`config.mk`:
```
export PLATFORM = sky130hd
export DESIGN_NAME = wbm_burst_master
export DESIGN_NICKNAME = d
export VERILOG_FILES = /design/src/rtl/wbm_burst_master.sv
export SDC_FILE = /design/constraint.sdc
export NUM_CORES = 1
export LEC_CHECK = 0
export CAP_MARGIN = 15
export CORE_AREA = 2 2 119 121
export CTS_BUF_LIST = sky130_fd_sc_hd__clkbuf_8
export CTS_CLUSTER_SIZE = 16
export DETAILED_ROUTE_END_ITERATION = 7
export DIE_AREA = 0 0 121 123
export PLACE_DENSITY = 0.65
export SYNTH_ARGS = -nofsm -noshare
export SYNTH_HDL_FRONTEND = slang
export SYNTH_SLANG_ARGS = --single-unit
```
`constraint.sdc`:
```
create_clock -name clock -period 4.95 [get_ports clock]
set_clock_uncertainty 0.2 [all_clocks]
set_input_delay 1.2375 -clock clock [delete_from_list [all_inputs] [get_ports clock]]
set_output_delay 1.2375 -clock clock [all_outputs]
set_load 0.01 [all_outputs]
```
`src/rtl/wbm_burst_master.sv`:
```
// Pipelined Wishbone burst master: takes one burst command and issues cmd_len+1 strobes with incrementing addresses.
// Write words stream in through wr_valid/wr_ready, and read words stream out through rd_valid (latency 1, no backpressure).
// Optional ack watchdog is compiled in when WBM_BURST_TIMEOUT_EN is defined.
module wbm_burst_master #(
  parameter int data_width_g = 8,
  parameter int addr_width_g = 10,
  parameter int blen_width_g = 9,
  parameter int timeout_g    = 255
) (
  input  logic                    clock,
  input  logic                    rst,
  input  logic                    cmd_valid,
  output logic                    cmd_ready,
  input  logic                    cmd_we,
  input  logic [addr_width_g-1:0] cmd_adr,
  input  logic [blen_width_g-1:0] cmd_len,
  input  logic                    cmd_tgc,
  input  logic                    cmd_tgd,
  input  logic [data_width_g-1:0] wr_dat,
  input  logic                    wr_valid,
  output logic                    wr_ready,
  output logic [data_width_g-1:0] rd_dat,
  output logic                    rd_valid,
  output logic                    done,
  output logic                    err,
  output logic                    tmo,
  output logic                    wbm_cyc_o,
  output logic                    wbm_stb_o,
  output logic                    wbm_we_o,
  output logic [addr_width_g-1:0] wbm_adr_o,
  output logic [blen_width_g-1:0] wbm_tga_o,
  output logic [data_width_g-1:0] wbm_dat_o,
  output logic                    wbm_tgc_o,
  output logic                    wbm_tgd_o,
  input  logic [data_width_g-1:0] wbm_dat_i,
  input  logic                    wbm_stall_i,
  input  logic                    wbm_ack_i,
  input  logic                    wbm_err_i
);

  // Counters need one extra bit: a full burst is 2^blen_width_g words.
  localparam int CW = blen_width_g + 1;
  localparam logic [CW-1:0]           CNT_ONE = 1;
  localparam logic [addr_width_g-1:0] ADR_ONE = 1;

  typedef enum logic [1:0] {IDLE, ISSUE, WAIT_ACK, DONE} state_t;

  state_t        state;
  logic [CW-1:0] stb_cnt;      // strobes accepted by the slave
  logic [CW-1:0] ack_cnt;      // acks counted against accepted strobes
  logic [CW-1:0] total;        // words in the burst (tga holds cmd_len)
  logic [CW-1:0] stb_cnt_nxt;
  logic [CW-1:0] ack_cnt_nxt;
  logic          busy;
  logic          accept;
  logic          slot_free;
  logic          ack_ok;
  logic          tmo_hit;
  logic          abort;
  logic          load;

  assign total       = {1'b0, wbm_tga_o} + CNT_ONE;
  assign busy        = (state == ISSUE) || (state == WAIT_ACK);
  assign accept      = (state == ISSUE) && wbm_stb_o && !wbm_stall_i;
  assign stb_cnt_nxt = stb_cnt + (accept ? CNT_ONE : '0);
  // The output register may take a new strobe when empty or when its strobe leaves this cycle.
  assign slot_free   = !wbm_stb_o || !wbm_stall_i;
  // Acks are only meaningful against strobes already accepted; stray ones are dropped.
  assign ack_ok      = busy && wbm_ack_i && (ack_cnt < stb_cnt);
  assign ack_cnt_nxt = ack_cnt + (ack_ok ? CNT_ONE : '0);
  assign abort       = busy && (wbm_err_i || tmo_hit);
  // Present another strobe only while words remain; writes also need a word on wr_dat.
  assign load        = (state == ISSUE) && slot_free && (stb_cnt_nxt < total) && !abort &&
                       (!wbm_we_o || wr_valid);
  // wr_ready is high exactly on the cycle the word is captured into wbm_dat_o.
  assign wr_ready    = load && wbm_we_o;

`ifdef WBM_BURST_TIMEOUT_EN
  localparam int TW = $clog2(timeout_g + 1);
  localparam logic [TW-1:0] WD_LAST = TW'(timeout_g - 1);
  localparam logic [TW-1:0] WD_ONE  = 1;

  logic [TW-1:0] wd_cnt;

  // Fires on the timeout_g-th consecutive cycle of an active cycle without an ack.
  assign tmo_hit = busy && !wbm_ack_i && (wd_cnt == WD_LAST);

  // Watchdog: counts busy cycles, restarts on every ack and whenever the bus is idle.
  always_ff @(posedge clock or negedge rst) begin
    if (!rst) begin
      wd_cnt <= '0;
    end else if (!busy || wbm_ack_i) begin
      wd_cnt <= '0;
    end else begin
      wd_cnt <= wd_cnt + WD_ONE;
    end
  end
`else
  logic unused_timeout_cfg;

  assign tmo_hit            = 1'b0;
  assign unused_timeout_cfg = ^timeout_g;
`endif

  // Read return path: one registered word per counted ack; an error in the same cycle suppresses it.
  always_ff @(posedge clock or negedge rst) begin
    if (!rst) begin
      rd_valid <= 1'b0;
      rd_dat   <= '0;
    end else begin
      rd_valid <= 1'b0;
      if (ack_ok && !wbm_err_i && !wbm_we_o) begin
        rd_valid <= 1'b1;
        rd_dat   <= wbm_dat_i;
      end
    end
  end

  // Burst control FSM with all bus and status outputs registered.
  always_ff @(posedge clock or negedge rst) begin
    if (!rst) begin
      state     <= IDLE;
      cmd_ready <= 1'b0;
      done      <= 1'b0;
      err       <= 1'b0;
      tmo       <= 1'b0;
      wbm_cyc_o <= 1'b0;
      wbm_stb_o <= 1'b0;
      wbm_we_o  <= 1'b0;
      wbm_adr_o <= '0;
      wbm_tga_o <= '0;
      wbm_dat_o <= '0;
      wbm_tgc_o <= 1'b0;
      wbm_tgd_o <= 1'b0;
      stb_cnt   <= '0;
      ack_cnt   <= '0;
    end else begin
      case (state)
        IDLE: begin
          cmd_ready <= 1'b1;
          if (cmd_valid && cmd_ready) begin
            cmd_ready <= 1'b0;
            state     <= ISSUE;
            wbm_cyc_o <= 1'b1;
            wbm_we_o  <= cmd_we;
            wbm_adr_o <= cmd_adr;
            wbm_tga_o <= cmd_len;
            wbm_tgc_o <= cmd_tgc;
            wbm_tgd_o <= cmd_tgd;
            stb_cnt   <= '0;
            ack_cnt   <= '0;
          end
        end

        ISSUE, WAIT_ACK: begin
          stb_cnt <= stb_cnt_nxt;
          ack_cnt <= ack_cnt_nxt;
          // Address advances only when the slave takes the strobe, so it holds under stall.
          if (accept) begin
            wbm_adr_o <= wbm_adr_o + ADR_ONE;
          end
          if (slot_free) begin
            wbm_stb_o <= load;
          end
          if (wr_ready) begin
            wbm_dat_o <= wr_dat;
          end

          if (abort) begin
            // Error takes priority over a same-cycle ack and over the watchdog.
            state     <= DONE;
            wbm_cyc_o <= 1'b0;
            wbm_stb_o <= 1'b0;
            done      <= 1'b1;
            err       <= wbm_err_i;
            tmo       <= tmo_hit && !wbm_err_i;
          end else if (ack_cnt_nxt == total) begin
            state     <= DONE;
            wbm_cyc_o <= 1'b0;
            wbm_stb_o <= 1'b0;
            done      <= 1'b1;
          end else if ((state == ISSUE) && (stb_cnt_nxt == total)) begin
            state <= WAIT_ACK;
          end
        end

        DONE: begin
          done      <= 1'b0;
          err       <= 1'b0;
          tmo       <= 1'b0;
          cmd_ready <= 1'b1;
          state     <= IDLE;
        end

        default: begin
          state <= IDLE;
        end
      endcase
    end
  end

  a_stall_hold: assert property (@(posedge clock) disable iff (!rst)
    ((state == ISSUE) && wbm_stb_o && wbm_stall_i && !abort) |=>
      (wbm_stb_o && $stable(wbm_adr_o) && $stable(wbm_dat_o)));

  a_ack_bound: assert property (@(posedge clock) disable iff (!rst)
    ack_cnt <= stb_cnt);

  a_ready_idle: assert property (@(posedge clock) disable iff (!rst)
    cmd_ready |-> (state == IDLE));

endmodule

```
* Word-level counts from Yosys, hierarchy flattened
Cells that the tools add are included.
** Storage, ports and cells
- Register bits :: 67
- Input port bits :: 45
- Output and inout bits :: 46
- Word-level logic and storage cells :: 100
** Operators by class
- Add/sub/neg operators :: 4
- $lt $le $gt $ge :: 2
- Equal/unequal tests :: 10
- Muxes and demuxes :: 30
- Reductions and logical operators :: 37
** Operators with widths (number)
- $pmux 10 s2 :: 3
- $mux 10 :: 3
- $add 10x1->10 :: 2
- $eq 10x10->1 :: 2
- $lt 10x10->1 :: 2
- $logic_and 1x1->1 :: 14
- $mux 1 :: 14
- $reduce_and 2->1 :: 7
- $add 10x1->10 const B :: 1
- $add 9x1->10 const B :: 1
- $pmux 1 s2 :: 5
- $mux 2 :: 4
- $ne 2x2->1 const B :: 3
- $pmux 2 s3 :: 1
- $reduce_and 3->1 :: 2
- $reduce_bool 2->1 :: 3
- $logic_not 1->1 :: 5
- $eq 2x2->1 const B :: 2
- $ne 4x4->1 const B :: 1
- $logic_or 1x1->1 :: 3
- $ne 3x3->1 const B :: 1
- $reduce_bool 3->1 :: 1
- $eq 2x1->1 const B :: 1
- $logic_not 2->1 :: 1
- $reduce_or 2->1 :: 1

* Depth between registers and ports, before layout
- Depth in word-level cells :: 12
- Mapped depth :: 18
- Mapped depth without buffers :: 18

* Worst setup path before layout
OpenSTA, ideal clock, no wires.
- Path type :: in2out
- Start :: in wbm_stall_i
- End :: out wr_ready
- Data arrival time :: 3.886 ns
- Required time :: 3.513 ns
- Slack :: -0.373 ns
- Stages on the path :: 11
- Buffers on the path :: 0
- Cell sequence :: nor2_1 ha_1 ha_1 nand3_1 or3_1 nor3_1 xnor2_1 ha_1 a21o_1 a21oi_1 nor4bb_1
** Between the ends
- Longest elaborated chain between the ends :: 9
- Elaborated cells on any way between the ends :: 11
- Those cells by class :: add/sub (1); order compare (1); mux (1); reduce/logical (8)
** RTL lines
- from (decl) :: line 36 : input logic wbm_stall_i,
- $logic_not 1->1 * :: line 64, 67
- $logic_and 1x1->1 :: line 64 : assign accept = (state == ISSUE) && wbm_stb_o && !wbm_stall_i;
- $mux 1 :: line 65 : assign stb_cnt_nxt = stb_cnt + (accept ? CNT_ONE : '0);
- $add 10x1->10 :: line 65
- $lt 10x10->1 :: line 73 : assign load = (state == ISSUE) && slot_free && (stb_cnt_nxt < total) && !abort &&
- $logic_and 1x1->1 * (3 in series) :: line 73
- $logic_and 1x1->1 * :: line 76 : assign wr_ready = load && wbm_we_o;
- to (decl) :: line 21 : output logic wr_ready,
Mark *: on every way between the ends. The rest lies on a longest branch, timed or not.

* Worst setup path in the final report
Same ends and word-level chain as after synthesis.

==> flow_summary.toml <==
[clock_tree]
numCtsBuffers = 9
clockBufferDepth = 2
cts_tree = "built"
cts.clk_slew.worst_paths_ns = 0.07
ctsHoldBuffers = 0
clkSinkCount = 66
cts_max_level = 3
clk-insertion-delay-late_ns = 0.37
cts_root_buf = "clkbuf_8"

[worst_hold_path]
hold_path.class = "reg2reg"
min-delay-start = "ack_cnt[0]"
whs_path_depth = 2
min_to = "ack_cnt[0]"

[logic_synthesis]
yosysSeqAreaShare_pct = 41.24
ys.warnings.count = 0
syn_inst = 421
synth_ff_type = "dfrtp_1"
synth_seq_cells = 66
yosysTopAreaCellShare_pct = 41.24
synth.distinct_cells = 48
synthTopCellsByCount = "dfrtp_1, nand2_1, o21ai_0, ha_1"
postSynthAreaPerCell_um2 = 9.513
synth_top_area_cell = "dfrtp_1"
synth_edf_count = 0
syn_area_um2 = 4005
ys_top_cells_by_area = "dfrtp_1, ha_1, mux2_2, o21ai_0, nand2_1"
syn_nets = 496
async_reset_ff_share_pct = 100.0
synth_most_common_cell = "dfrtp_1"

[worst_setup_path]
critPathLaunchType = "primary input"
arrival_ns = 3.58
rr_startpoint = "stb_cnt[1]"
end_kind = "output port"
required_ns = 3.51
path_cells = "buf_8 > nor2_4 > ha_4 > buf_6 > and3_4 > nand3_2 > or3_4 > nor3_4 > xnor2_2 > ha_4 > nand3_4 > nor2_4 > nor4bb_4 > buf_2"
reg2reg_slack_ns = 0.50
worstPathMaxFanout = 3
cp_top_family = "simple AND/OR/NAND/NOR gates"
r2r-end = "state[1]"
critPathKind = "in2out"
critPathSlowestCell = "or3_4"
r2r_cells = 15
timing.critical_path.buf_inv = 3
critical_path.max_stage_delay_ns = 0.41

[sta]
finalSetupViolCount = 1
slew-limit-headroom_pct = 44.31
setup_slack_ns = -0.06805
maxSlewViolCount = 0
max_freq_mhz = 199.3
tightest_slew_ns = 0.8353
finalCritPeriodShare_pct = 101.4
setup-tns-final_ns = -0.06805
finalHoldViolations = 0
rsz0062_at_grt = "true"
fin_crit_ns = 5.018

[detailed_routing]
avgViaCountPerCell = 5.066
drcViolationCount = 0
dr.pass1.iters = 4
wl_per_cell_um = 16.12
drt-initial-drc-count = 267
num_vias = 3622
drt-total-wl_um = 11530
antenna_left = 0

[run]
max_cap_viol_count = 0

[pwr]
power.density_nw_per_um2 = 527.8
total_leakage_power_nw = 2.390
ir_drop_v = 0.0004192
power.total_mw = 2.971

[floorplan]
dieWidth_um = 121
core_um2 = 13610
dieArea_um2 = 14880
die_h_um = 123
rows = 43
start_util_pct = 29.42
ios = 91

[outcome]
violations = "setup timing"
status = "complete, but fails checks"

[cells_and_area]
syn_to_final_growth_pct = 40.52
final_cells = 715
diodes = 0
final_core_util_pct = 41.35
nets = 605
drive_gt1_share_pct = 17.38

[global_routing]
met1_usage_pct = 19.44
track_usage_pct = 16.07
busiest_layer = "met2"
use_met2_pct = 26.33
antenna_found_initial = 0
grt_max_degree = 40
use_met3_pct = 5.212
grt_pass1_vias = 3707
grt_overflow = 0
grt_pass1_wl_um = 18420

[place]
io_buffers = 89
dp.final_hpwl_um = 8423
gp_congestion = 0.8413
place_ws_ns = -0.9450
post-place-cells = 693
-- state kept, by name, summed over array words and instances, names as in the netlist, 2 cells and up --
register,flops
ack_cnt,10
stb_cnt,10
wbm_adr_o,10
wbm_tga_o,9
rd_dat,8
wbm_dat_o,8
state,2
-- worst register-to-register path, stage by stage, from the launching register on --
cell	delay [ns]
dfrtp_1	0.45
inv_1	0.12
ha_1	0.30
a21o_1	0.16
a21o_1	0.17
a21o_1	0.17
a211o_1	0.33
a21oi_1	0.17
ha_1	0.20
nand3_1	0.30
or4_1	0.63
a21oi_1	0.16
o22ai_1	0.16
o41ai_2	0.47
nand2_1	0.11
o221ai_1	0.25
-- cells by family (layout without fill, tap and decap cells) --
logic type | Yosys count | after routing | synth area share [%]
AND/OR/NAND/NOR | 134 | 134 | 16.53
XOR/XNOR | 22 | 22 | 4.811
multiplexers | 29 | 29 | 8.122
adder cells (fa/ha/maj) | 30 | 30 | 9.372
other | 1 | 1 | 0.09363
flip-flops | 66 | 66 | 41.24
buffers and inverters | 34 | 148 | 3.311
AO/OA/AOI/OAI | 105 | 105 | 16.53
-- per-layer routing --
layer  wire, µm  up-vias
li1           -     1752
met1       5040     1733
met2       5426      119
met3        818       18
met4        243        0
met5          0        -
-- final cells by class --
| cell class | instances | area, µm² |
|---|---|---|
| sequential | 66 | 1652 |
| clock buffer | 13 | 178.9 |
| multi-input combinational | 321 | 2394 |
| timing repair buffer | 112 | 1066 |
| inverter | 20 | 75.07 |
| fill | 1338 | 7984 |
| tap | 180 | 225.2 |
| clock inverter | 3 | 37.54 |
-- metrics by stage --
stage / area (µm²) / hold slack [ns]
after detailed placement: 5211 / 0.2857
after global placement: 5211 / 0.2817
after CTS: 5570 / 0.3010
after global routing: 5628 / 0.3190
after floorplan: 4028 / 0.2587
final: 5628 / 0.2987
-- cells in the final DEF (no fill, tap or decap), types with 3 or more instances in the layout --
master	synthesis	routed
dfrtp_1	66	66
a21o_1	6	6
clkbuf_8	0	13
or3_1	10	8
mux2_2	28	28
a211o_1	4	4
o21ai_0	35	35
o21a_1	3	3
nand3_1	28	25
nand4_1	5	5
buf_4	1	21
xor2_1	8	8
a22oi_1	3	3
inv_1	20	22
nor2_1	17	14
xnor2_2	0	3
xnor2_1	14	11
o31ai_1	3	3
o211ai_1	3	3
ha_4	0	3
nor2b_1	5	5
nand2_1	46	46
a31oi_1	3	3
a21oi_1	24	22
o22ai_1	12	12
clkdlybuf4s50_1	0	86
and4_1	3	3
nor3_1	7	5
ha_1	30	27
-- power by group --
part           internal (mW)  leakage (nW)  switching [mW]
clock                  0.284         0.118           0.210
sequential             0.717         0.844           0.184
combinational          0.741          1.43           0.835
-- how the worst max path moves through the flow --
stage                start  endpoint  slack [ns]  depth (start not counted)
3_3_place_gp   wbm_stall_i  wr_ready       -0.88                         13
4_1_cts        wbm_stall_i  wr_ready       -0.14                         14
3_5_place_dp   wbm_stall_i  wr_ready       -0.95                         13
2_1_floorplan  wbm_stall_i  wr_ready        0.05                         11
6_report       wbm_stall_i  wr_ready       -0.07                         14
5_1_grt        wbm_stall_i  wr_ready       -0.17                         14
-- what timing repair did --
item,4_1_cts,5_1_grt
buffers inserted,6,0
endpoints found under the hold margin,0,0
resized for setup,29,9
endpoints found under the setup margin,1,1
pin swaps,14,10
(Power assumes the default switching activity.)
